==> src/rtl/arb4_rr_if.sv <==
// ---------------------------------------------------------------------------
// arb4_rr_if
// Handshake bundle between four requesters and the round-robin arbiter.
//   req      [0:3] request lines, one per requester (driven by masters)
//   gnt      [0:3] one-hot grant, all-zero when nobody holds the resource
//   gnt_idx  [1:0] index of the current or most recent grantee
//   busy           high while a grant is presented
//   timeout        one-cycle pulse when a grant is forcibly revoked
// Modports: master = requester side, slave = arbiter side.
// ---------------------------------------------------------------------------
interface arb4_rr_if;
    logic [0:3] req;
    logic [0:3] gnt;
    logic [1:0] gnt_idx;
    logic       busy;
    logic       timeout;

    modport master (output req, input gnt, input gnt_idx, input busy, input timeout);
    modport slave  (input req, output gnt, output gnt_idx, output busy, output timeout);
endinterface

==> src/rtl/arb4_rr.sv <==
// ---------------------------------------------------------------------------
// arb4_rr
// Four-requester round-robin arbiter with optional hold timeout.
// A request seen in IDLE is granted, the grant is held until the grantee
// drops its request or MAX_HOLD cycles elapse, then priority rotates to the
// line after the grantee. Every grant is followed by at least one IDLE cycle.
// Ports:
//   clk    rising-edge clock
//   rst_n  asynchronous active-low reset
//   bus    arb4_rr_if.slave: req in; gnt, gnt_idx, busy, timeout out
// Parameter:
//   MAX_HOLD  maximum consecutive grant cycles (0 = no timeout)
// ---------------------------------------------------------------------------
module arb4_rr #(
    parameter int unsigned MAX_HOLD = 8
) (
    input  logic      clk,
    input  logic      rst_n,
    arb4_rr_if.slave  bus
);

    localparam int unsigned CNT_W = (MAX_HOLD > 1) ? $clog2(MAX_HOLD) : 1;
    localparam logic [CNT_W-1:0] HOLD_LAST = (MAX_HOLD > 0) ? CNT_W'(MAX_HOLD - 1) : '0;

    typedef enum logic {
        IDLE  = 1'b0,
        GRANT = 1'b1
    } state_e;

    state_e           state_q, state_d;
    logic [1:0]       ptr_q, ptr_d;
    logic [1:0]       gnt_idx_q, gnt_idx_d;
    logic [CNT_W-1:0] hold_cnt_q, hold_cnt_d;

    // Output stage: every visible output is a flop fed only from state
    // registers, so the request lines never reach gnt combinationally.
    logic [0:3]       gnt_q, gnt_d;
    logic             busy_q;
    logic             to_evt;
    logic             to_evt_q;
    logic             timeout_q;

    logic [1:0]       sel_idx;
    logic             sel_vld;
    logic [1:0]       cand;

    // Rotating priority scan; walking offsets from 3 down to 0 lets the
    // lowest offset from ptr overwrite the others and win.
    always_comb begin
        sel_idx = ptr_q;
        sel_vld = 1'b0;
        cand    = ptr_q;
        for (int unsigned k = 4; k > 0; k--) begin
            cand = ptr_q + 2'(k - 1);
            if (bus.req[cand]) begin
                sel_idx = cand;
                sel_vld = 1'b1;
            end
        end
    end

    always_comb begin
        state_d    = state_q;
        ptr_d      = ptr_q;
        gnt_idx_d  = gnt_idx_q;
        hold_cnt_d = hold_cnt_q;
        to_evt     = 1'b0;
        unique case (state_q)
            IDLE: begin
                if (sel_vld) begin
                    gnt_idx_d  = sel_idx;
                    hold_cnt_d = '0;
                    state_d    = GRANT;
                end
            end
            GRANT: begin
                hold_cnt_d = hold_cnt_q + 1'b1;
                // Release is tested first so it wins over a coincident timeout.
                if (!bus.req[gnt_idx_q]) begin
                    state_d = IDLE;
                    ptr_d   = gnt_idx_q + 2'd1;
                end else if ((MAX_HOLD != 0) && (hold_cnt_q == HOLD_LAST)) begin
                    state_d = IDLE;
                    ptr_d   = gnt_idx_q + 2'd1;
                    to_evt  = 1'b1;
                end
            end
            default: state_d = IDLE;
        endcase
    end

    always_comb begin
        gnt_d = '0;
        if (state_q == GRANT) begin
            gnt_d[gnt_idx_q] = 1'b1;
        end
    end

    always_ff @(posedge clk or negedge rst_n) begin
        if (!rst_n) begin
            state_q    <= IDLE;
            ptr_q      <= '0;
            gnt_idx_q  <= '0;
            hold_cnt_q <= '0;
        end else begin
            state_q    <= state_d;
            ptr_q      <= ptr_d;
            gnt_idx_q  <= gnt_idx_d;
            hold_cnt_q <= hold_cnt_d;
        end
    end

    // gnt/busy lag the state register by one edge, so the revocation event
    // is delayed one extra stage to line timeout up with the first gnt=0 cycle.
    always_ff @(posedge clk or negedge rst_n) begin
        if (!rst_n) begin
            gnt_q     <= '0;
            busy_q    <= 1'b0;
            to_evt_q  <= 1'b0;
            timeout_q <= 1'b0;
        end else begin
            gnt_q     <= gnt_d;
            busy_q    <= (state_q == GRANT);
            to_evt_q  <= to_evt;
            timeout_q <= to_evt_q;
        end
    end

    assign bus.gnt     = gnt_q;
    assign bus.gnt_idx = gnt_idx_q;
    assign bus.busy    = busy_q;
    assign bus.timeout = timeout_q;

endmodule

==> src/flat_wrapper.sv <==
// flat-port wrapper written by rule: the top's interface ports become plain ports
module arb4_rr_flat 
#(
    parameter int unsigned MAX_HOLD = 8
)
  (clk, rst_n, bus_req, bus_gnt, bus_gnt_idx, bus_busy, bus_timeout);
  arb4_rr_if bus_i ();
  input  logic clk;
  input  logic rst_n;
  input wire logic [$bits(bus_i.req)-1:0] bus_req;
  output wire logic [$bits(bus_i.gnt)-1:0] bus_gnt;
  output wire logic [$bits(bus_i.gnt_idx)-1:0] bus_gnt_idx;
  output wire logic [$bits(bus_i.busy)-1:0] bus_busy;
  output wire logic [$bits(bus_i.timeout)-1:0] bus_timeout;
  assign bus_i.req = bus_req;
  assign bus_gnt = bus_i.gnt;
  assign bus_gnt_idx = bus_i.gnt_idx;
  assign bus_busy = bus_i.busy;
  assign bus_timeout = bus_i.timeout;
  arb4_rr #(.MAX_HOLD(MAX_HOLD)) u_core (.clk(clk), .rst_n(rst_n), .bus(bus_i));
endmodule
==> config.mk <==
export PLATFORM = sky130hd
export DESIGN_NAME = arb4_rr_flat
export DESIGN_NICKNAME = d
export VERILOG_FILES = /design/src/rtl/arb4_rr_if.sv /design/src/rtl/arb4_rr.sv /design/src/flat_wrapper.sv
export SDC_FILE = /design/constraint.sdc
export NUM_CORES = 1
export LEC_CHECK = 0
export ABC_AREA = 1
export CAP_MARGIN = 30
export CORE_UTILIZATION = 52
export CTS_CLUSTER_DIAMETER = 200
export DETAILED_ROUTE_END_ITERATION = 10
export MAX_ROUTING_LAYER = met4
export PLACE_DENSITY = 0.78
export SLEW_MARGIN = 20
export SYNTH_ARGS = -nofsm -noshare
export SYNTH_HDL_FRONTEND = slang
export SYNTH_SLANG_ARGS = --single-unit
==> constraint.sdc <==
create_clock -name clk -period 1.8 [get_ports clk]
set_input_delay 0.27 -clock clk [delete_from_list [all_inputs] [get_ports clk]]
set_output_delay 0.27 -clock clk [all_outputs]
set_load 0.02 [all_outputs]
---- Word level (Yosys, flattened, before mapping) ----
Cells that the tools add are included.
Widths: inputs -> output; s select.
word-level totals
  register bits after elaboration ......... 15
  latch bits .............................. 0
  bits in writable memories ............... 0
  bits in read-only memories .............. 0
  input port bits ......................... 6
  output and inout port bits .............. 8
  word-level logic and storage cells ...... 68
  memories ................................ 0
operators by class
  add/subtract/negate cells ............... 5
  multipliers ............................. 0
  divide/modulo/power cells ............... 0
  magnitude comparators ................... 6
  equal/unequal tests ..................... 3
  shift-type cells ........................ 0
  multiplexer cells ....................... 37
  bitwise logic cells ..................... 6
  reductions and logical operators ........ 3
operators by type and width
  cell                 number
  $mux 1               21
  $ge 3x3->1 const B   5
  $not 2->3            5
  $mux 2               6
  $bmux 1 s2           5
  $pmux 3 s2           1
  $add 2x1->2 const B  2
  $add 2x2->2 const B  2
  $mux 4               1
  $reduce_and 2->1     2
  $add 3x1->3 const B  1
  $eq 3x3->1 const B   1
  $lt 3x1->1 const B   1
  $mux 3               1
  $demux 1 s2          1
  $ne 2x1->1 const B   1
  $ne 2x2->1 const B   1
  $pmux 1 s2           1
  $logic_and 1x1->1    1
  $not 1->1            1

---- Longest topological paths before layout ----
Gate-level depths: netlist of the first run.
  depth in word-level cells ............... 11
  depth in mapped cells ................... 13
  depth with buffers taken out ............ 12

---- Worst setup path before layout of the first run ----
Ideal clock, no wire load.
  path type ............................... reg-to-reg
  from .................................... reg u_core.gnt_idx_q[0], in the netlist u_core.bus.gnt_idx[0]
  to ...................................... reg u_core.ptr_q[1]
  library setup time ...................... 0.077 ns
  arrival time ............................ 1.227 ns
  data required time ...................... 1.723 ns
  setup slack ............................. 0.496 ns
  cell stages (with the launch flop) ...... 9
  path buffers ............................ 0
  period minus slack after synthesis ...... 1.304 ns
  cells stage by stage .................... dfrtp_1 -> inv_1 -> a21oi_1 -> o21ai_0 -> nand2_1 -> nand2_1 -> nand2_1 -> nor2_1 -> a21oi_1
between the ends
  longest elaborated chain between the ends .. 6
  elaborated cells between the ends (all ways) .. 9
  those cells by class .................... add/sub: 1; eq/ne: 1; mux: 5; bitwise: 1; reduce/logical: 1
RTL lines
  what                                        RTL line        source
  start, declared                             arb4_rr.sv:32   logic [1:0] gnt_idx_q, gnt_idx_d;
  start signal, assigned                      arb4_rr.sv:108  gnt_idx_q <= gnt_idx_d;
  $not 2->3 (implied by the code)             arb4_rr.sv:79   if (!bus.req[gnt_idx_q]) begin
  $bmux 1 s2                                  arb4_rr.sv:79
  $mux 1 (implied by the code) (2 in series)  arb4_rr.sv:79
  $ne 2x2->1 (no source line)                 --
  $reduce_and 2->1 (no source line)           --
  end signal, assigned                        arb4_rr.sv:107  ptr_q <= ptr_d;
  end, declared                               arb4_rr.sv:31   logic [1:0] ptr_q, ptr_d;
Parallel ways exist; a longest one is shown, timed or not. The select of a mux whose other input is x is not followed.
A chain may end at the register's enable or synchronous reset.

---- Worst setup path after layout of the first run ----
  from .................................... reg u_core.gnt_idx_q[0], in the netlist u_core.bus.gnt_idx[0]
  to ...................................... out bus_gnt_idx[0]
RTL lines
  what           RTL line            source
  end, declared  flat_wrapper.sv:12  output wire logic [$bits(bus_i.gnt_idx)-1:0] bus_gnt_idx;
No word-level cell between the ends.

==> summary.md, run 1 <==
* **number of buffers inserted by post-CTS setup repair** 0
* **Crit Path Max Fanout** 8
* **sum of internal, switching and leakage power** 1.98 mW
* **LEAKAGE** 0.583 nW
* **DRT iter0 DRCs** 11
* **first-pass GRT wire length** 2680 um
* **filler cell count** 132
* **Row Count** 14
* **worst hold path type** flip-flop to flip-flop
* **peak supply drop** 1.17 mV
* **# nets final** 142
* **via count normalized by instance count** 4.92
* **reg-to-reg endpoint** u_core.state_q
* **quantity of gates resized following cts** 0
* **post-route cell area** 1070 sq um
* **port buffer count** 13
* **worst path bufs/invs** 1
* **die extent in y** 43.8 um
* **Syn Area/Cell** 7.98 sq um
* **initial cell density of the core** 0.577
* **vias in the first global route** 630
* **clock-pin transition on the worst setup and hold timing paths** 0.09 ns
* **Via Count** 713
* **average wire per standard cell** 10.3 um
* **sequential element share of the synthesized area** 0.413
* **Min Clock Period, post-route** 1.68 ns
* **worst reg2reg path startpoint** u_core.ptr_q[0]
* **clk buf depth** 2
* **# hold bufs at CTS** 0
* **floorplan die area** 1920 sq um
* **critical path cell sequence** clkdlybuf4s50_1
* **Netlist cell types** 20
* **total core area** 1580 sq um
* **Syn. warnings** 0
* **layout overhead on the synthesized area** 17.7%
* **Detailed Routing Iterations Pass 1** 7
* **achievable clock frequency** 0.597 GHz
* **worst-case headroom to the max-slew limit** 0.577
* **cell count after synthesis** 114
* **violated checks** design-rule violations
* **drt drc** 1
* **final max-slew violation count** 0
* **crit share post-route** 0.931
* **Remaining Overflow, GRT** 0
* **Die X-Extent** 43.8 um
* **estimated wirelength of the detail-placed design** 1200 um
* **pin slew with the least headroom to its limit** 0.633 ns
* **number of clock sinks seen by CTS** 15
* **Post-Synthesis Cell Area** 910 sq um
* **kind of launch point of the worst setup path** flip-flop
* **antenna violations before repair** 0
* **CP Data Required Time** 1.53 ns
* **max capacitance violation total** 0
* **result of the run** finished with violations
* **critical path type** flip-flop to output port
* **Setup Viol. Count Final** 0
* **power per unit of standard cell area** 1850 nW/um^2
* **Worst Reg-to-Reg Cells** 9
* **startpoint of the most critical hold path** u_core.to_evt_q
* **synthesized net count** 126
* **arrival time at the worst endpoint** 1.41 ns
* **number of top-level pins** 14
* **weighted congestion at the end of routability-driven global placement** 0.878
* **Critical Path Sink Type** output port
* **worst hold path stage count** 0
* **Slowest cell on crit path** sky130_fd_sc_hd__clkdlybuf4s50_1
* **total negative slack** 0 ns
* **clock tree from TritonCTS** yes
* **largest net degree at the start of global routing** 16
* **All-Layer GR Usage** 0.193
* **Synth Register Bits** 15
* **antenna diode count** 0
* **clock tree root buffer cell** sky130_fd_sc_hd__clkbuf_4
* **antenna-violating nets left** 0
* **Worst Hold End** u_core.bus.timeout
* **share of post-route cells with drive strength above 1** 0.171
* **cell type group with the largest total delay on the critical path** buffers and inverters
* **Final Skew** 0.0109 ns
* **Routed WL** 1490 um
* **unrepaired setup endpoints after global routing** false
* **Worst-Skew Late Latency** 0.28 ns
* **TritonCTS Buffers** 3
* **Slowest Stage Delay on Critical Path** 0.65 ns
* **Register-to-Register Setup Slack** 0.30 ns
* **CTS H-Tree Depth** 1
* **Final Hold Viols** 0
* **placed instance area** 1040 sq um
-- cells in the mapped netlist, drive strengths merged --
cell type	instances	share of area
nand3	11	0.072
dfrtp	15	0.41
inv	20	0.088
nand4	1	0.0069
nor2	5	0.037
o21ai	7	0.047
buf	2	0.018
a21oi	5	0.044
ha	6	0.083
nand2	42	0.19
-- layer usage --
layer / share of wire / global-route usage / wire, um / vias to the layer above
met2: 0.47 / 0.310 / 706 / 10
met3: 0.018 / 0.0125 / 27 / 2
met4: 0.0080 / 0.0750 / 12 / 0
met1: 0.50 / 0.252 / 746 / 317
li1: - / - / - / 384
met5: 0 / - / 0 / -
-- registers in the layout (all words and copies together) (netlist names) --
register / flops
u_core.bus.busy: 1
u_core.bus.gnt: 4
u_core.bus.gnt_idx: 2
u_core.bus.timeout: 1
u_core.hold_cnt_q: 3
u_core.ptr_q: 2
u_core.state_q: 1
u_core.to_evt_q: 1
-- cells by family (layout without fill, tap and decap cells) --
family                   after synthesis  in the layout  synth area share
AO/OA/AOI/OAI                         12             12            0.0908
AND/OR/NAND/NOR                       59             59             0.308
buffers and inverters                 22             37             0.106
adder cells (fa/ha/maj)                6              6            0.0825
flip-flops                            15             15             0.413
-- report_power, final --
part / total (mW) / leakage (nW) / switching, mW / internal, mW
combinational: 1.16 / 0.376 / 0.703 / 0.455
sequential: 0.641 / 0.190 / 0.173 / 0.467
clock: 0.182 / 0.0177 / 0.0999 / 0.0822
total: 1.98 / 0.583 / 0.976 / 1.01
-- final cells by class --
type | instances | area, sq um | share of cell area
Multi-Input combinational cell | 77 | 438 | 0.409
Timing Repair Buffer | 13 | 130 | 0.121
Clock buffer | 3 | 22.5 | 0.0210
Inverter | 20 | 80.1 | 0.0748
Sequential cell | 15 | 375 | 0.350
Clock inverter | 1 | 5.00 | 0.00467
Tap cell | 16 | 20.0 | 0.0187
-- metrics by stage --
step / setup WS (ns) / std cells / hold slack [ns] / util
after floorplan: 0.496 / 114 / -0.0256 / -
after global placement: 0.161 / 141 / 0.333 / 0.662
after detailed placement: 0.123 / 141 / 0.346 / 0.662
after CTS: 0.103 / 145 / 0.367 / 0.679
after global routing: 0.0820 / 145 / 0.373 / 0.679
final: 0.124 / 145 / 0.362 / 0.679
-- cells in the final DEF, fill, tap and decap left out, types with 2 or more instances in the layout --
cell type	Yosys	routed
sky130_fd_sc_hd__clkbuf_4	0	3
sky130_fd_sc_hd__o21ai_0	4	4
sky130_fd_sc_hd__nand2_2	7	7
sky130_fd_sc_hd__nand2_1	35	35
sky130_fd_sc_hd__nor2_4	2	2
sky130_fd_sc_hd__inv_1	17	17
sky130_fd_sc_hd__o21ai_2	2	2
sky130_fd_sc_hd__nand3_1	9	9
sky130_fd_sc_hd__inv_2	2	2
sky130_fd_sc_hd__dfrtp_1	15	15
sky130_fd_sc_hd__ha_1	6	6
sky130_fd_sc_hd__clkdlybuf4s50_1	0	13
sky130_fd_sc_hd__nand3_2	2	2
sky130_fd_sc_hd__nor2_1	3	3
sky130_fd_sc_hd__a21oi_1	3	3
-- worst max path at each step --
stage / from / end / slack, ns / cells after the start
floorplan: u_core.bus.gnt_idx[0] / u_core.ptr_q[1] / 0.50 / 8
global placement: bus_req[0] / u_core.bus.gnt_idx[0] / 0.16 / 10
detailed placement: bus_req[2] / u_core.bus.gnt_idx[0] / 0.12 / 10
CTS: u_core.bus.gnt_idx[0] / bus_gnt_idx[0] / 0.10 / 1
global route: u_core.bus.gnt_idx[0] / bus_gnt_idx[0] / 0.08 / 1
finish: u_core.bus.gnt_idx[0] / bus_gnt_idx[0] / 0.12 / 1
Power figures use the tool's default switching activity.
==> run 2: changes to the inputs <==
--- a/config.mk
+++ b/config.mk
@@ -5,13 +5,12 @@
 export SDC_FILE = /design/constraint.sdc
 export NUM_CORES = 1
 export LEC_CHECK = 0
-export ABC_AREA = 1
 export CAP_MARGIN = 30
-export CORE_UTILIZATION = 52
+export CORE_UTILIZATION = 48
 export CTS_CLUSTER_DIAMETER = 200
 export DETAILED_ROUTE_END_ITERATION = 10
 export MAX_ROUTING_LAYER = met4
-export PLACE_DENSITY = 0.78
+export PLACE_DENSITY = 0.76
 export SLEW_MARGIN = 20
 export SYNTH_ARGS = -nofsm -noshare
 export SYNTH_HDL_FRONTEND = slang
==> run 2 against run 1 <==
  * Sequential power is 4.5% lower
  * Die area is 13% lower
  * Clock power is 2% higher
  * First-iteration DRC count is 82% lower
  * Combinational power is 50% lower
  * Utilization is 0.28 points lower
  * Clock-buffer cell count is 1 higher
  * Critical path depth stayed put
  * Via count is 29% lower
  * Non-clock buffer count is 2 higher
  * Synthesized cell count is 46% lower
  * The run now ends clean
  * Fmax is 3.3% lower
==> summary.md, run 2 <==
* **total negative slack** 0 ns
* **antenna violations before repair** 0
* **estimated wirelength of the detail-placed design** 893 um
* **total core area** 1350 sq um
* **largest net degree at the start of global routing** 16
* **area used by multi-input combinational logic** 327 sq um
* **LEAKAGE** 0.412 nW
* **Crit Path Max Fanout** 7
* **die extent in y** 40.9 um
* **# nets final** 93
* **critical path type** flip-flop to output port
* **Remaining Overflow, GRT** 0
* **primary flip-flop cell chosen by synthesis mapping** sky130_fd_sc_hd__dfrtp_1
* **kind of launch point of the worst setup path** flip-flop
* **CP Data Required Time** 1.53 ns
* **Slowest cell on crit path** sky130_fd_sc_hd__clkdlybuf4s50_1
* **pin slew with the least headroom to its limit** 0.644 ns
* **number of enable flip-flop cells after synthesis** 0
* **Syn. warnings** 0
* **number of clock sinks seen by CTS** 15
* **DRT iter0 DRCs** 2
* **Setup Viol. Count Final** 0
* **achievable clock frequency** 0.577 GHz
* **Final Hold Viols** 0
* **Synth Register Bits** 15
* **number of top-level pins** 14
* **Critical Path Sink Type** output port
* **proportion of register bits with asynchronous set or reset after synthesis** 1.00
* **share of Yosys cell area claimed by the top area cell type** 0.517
* **final max-slew violation count** 0
* **Min Clock Period, post-route** 1.73 ns
* **filler cell count** 98
* **Setup Slack @ Placement** 0.0265 ns
* **leading cell type in the layout, fill and taps excluded** sky130_fd_sc_hd__dfrtp_1
* **power per unit of standard cell area** 1510 nW/um^2
* **clk buf depth** 2
* **crit share post-route** 0.963
* **port buffer count** 13
* **critical path cell sequence** clkdlybuf4s50_1
* **sequential element share of the synthesized area** 0.517
* **share of post-route cells with drive strength above 1** 0.138
* **worst-case headroom to the max-slew limit** 0.569
* **clock tree from TritonCTS** yes
* **first-pass GRT wire length** 1950 um
* **Via Count** 509
* **average wire per standard cell** 12.4 um
* **via count normalized by instance count** 5.36
* **cell type group with the largest total delay on the critical path** buffers and inverters
* **most frequent cells in the layout** sky130_fd_sc_hd__dfrtp_1 (14), sky130_fd_sc_hd__clkdlybuf4s50_1 (13), sky130_fd_sc_hd__ha_1 (6)
* **All-Layer GR Usage** 0.189
* **Placed Cells** 91
* **peak supply drop** 0.716 mV
* **clock-pin transition on the worst setup and hold timing paths** 0.09 ns
* **Slowest Stage Delay on Critical Path** 0.66 ns
* **largest cells by area after synthesis** sky130_fd_sc_hd__dfrtp_1 (52%), sky130_fd_sc_hd__ha_1 (10%), sky130_fd_sc_hd__and2_1 (3.4%)
* **vias in the first global route** 449
* **Post-Synthesis Cell Area** 726 sq um
* **Netlist cell types** 25
* **layout overhead on the synthesized area** 25.9%
* **synth cell count leaders** sky130_fd_sc_hd__dfrtp_1 (15), sky130_fd_sc_hd__ha_1 (6), sky130_fd_sc_hd__and2_1 (4), sky130_fd_sc_hd__nor2b_1 (4)
* **weighted congestion at the end of routability-driven global placement** 0.790
* **antenna diode count** 0
* **# hold bufs at CTS** 0
* **Row Count** 13
* **Syn Area/Cell** 11.7 sq um
* **result of the run** finished clean
* **worst path bufs/invs** 1
* **arrival time at the worst endpoint** 1.46 ns
* **Detailed Routing Iterations Pass 1** 5
* **Final Skew** 0.0101 ns
* **drt drc** 0
* **unrepaired setup endpoints after global routing** false
* **clock tree root buffer cell** sky130_fd_sc_hd__clkbuf_4
* **floorplan die area** 1670 sq um
* **most used standard cell by instance count after synthesis** sky130_fd_sc_hd__dfrtp_1
* **Synth area leader** sky130_fd_sc_hd__dfrtp_1
* **initial cell density of the core** 0.538
* **fin cells** 95
* **max capacitance violation total** 0
* **Routed WL** 1180 um
* **antenna-violating nets left** 0
* **Worst-Skew Late Latency** 0.28 ns
* **CTS H-Tree Depth** 1
* **number of flip-flops in the largest register** 4
* **synthesized net count** 74
* **post-route worst setup slack** 0.0664 ns
* **cell count after synthesis** 62
* **Die X-Extent** 40.9 um
* **FF+latch area** 377 sq um
* **worst hold path type** flip-flop to flip-flop
* **TritonCTS Buffers** 3
## run 2: layout make-up
type	instances	share of cell area
Clock buffer	4	0.0288
Inverter	4	0.0219
Multi-Input combinational cell	42	0.358
Sequential cell	15	0.412
Tap cell	15	0.0205
Timing Repair Buffer	15	0.159
## run 2: cell families after synthesis
| kind of cell | Yosys count | synth area share |
|---|---|---|
| AOI/OAI and AO/OA | 12 | 0.121 |
| adders and majority gates | 6 | 0.103 |
| buffers and inverters | 5 | 0.0328 |
| DFF | 15 | 0.517 |
| muxes | 5 | 0.0810 |
| and+or+nand+nor | 19 | 0.145 |
## run 2: what timing repair did
action	in CTS	in global routing
buffers inserted	0	0
setup endpoints to repair	0	1
gates resized for setup	0	1
## run 2: worst paths after layout
path,start,endpoint,slack (ns),cells past startpoint
max in group asynchronous,rst_n,u_core.bus.gnt_idx[1],0.96,1
max reg2reg,u_core.hold_cnt_q[0],u_core.ptr_q[0],0.16,4
min reg2reg,u_core.to_evt_q,u_core.bus.timeout,0.36,0
max,u_core.bus.gnt_idx[0],bus_gnt_idx[0],0.07,1
min in group asynchronous,rst_n,u_core.state_q,0.38,1
min,u_core.to_evt_q,u_core.bus.timeout,0.36,0
## run 2: per-stage QoR
stage	power [mW]	utilization	cell area, sq um	hold slack (ns)
floorplan	0.977	-	726	-0.0256
global placement	1.18	0.656	886	0.333
detailed placement	1.20	0.656	886	0.337
CTS	1.39	0.676	912	0.359
global route	1.50	0.677	913	0.370
finish	1.38	0.677	913	0.357
## run 2: metal layers
metal,share of wire,GRT usage
met5,0,-
met4,0.016,0.0750
met3,0.034,0.0489
met2,0.49,0.313
met1,0.46,0.215
## run 2: report_power, final
group          switching (mW)  internal (mW)
Combinational           0.268          0.313
Clock                   0.101         0.0857
Sequential              0.147          0.465
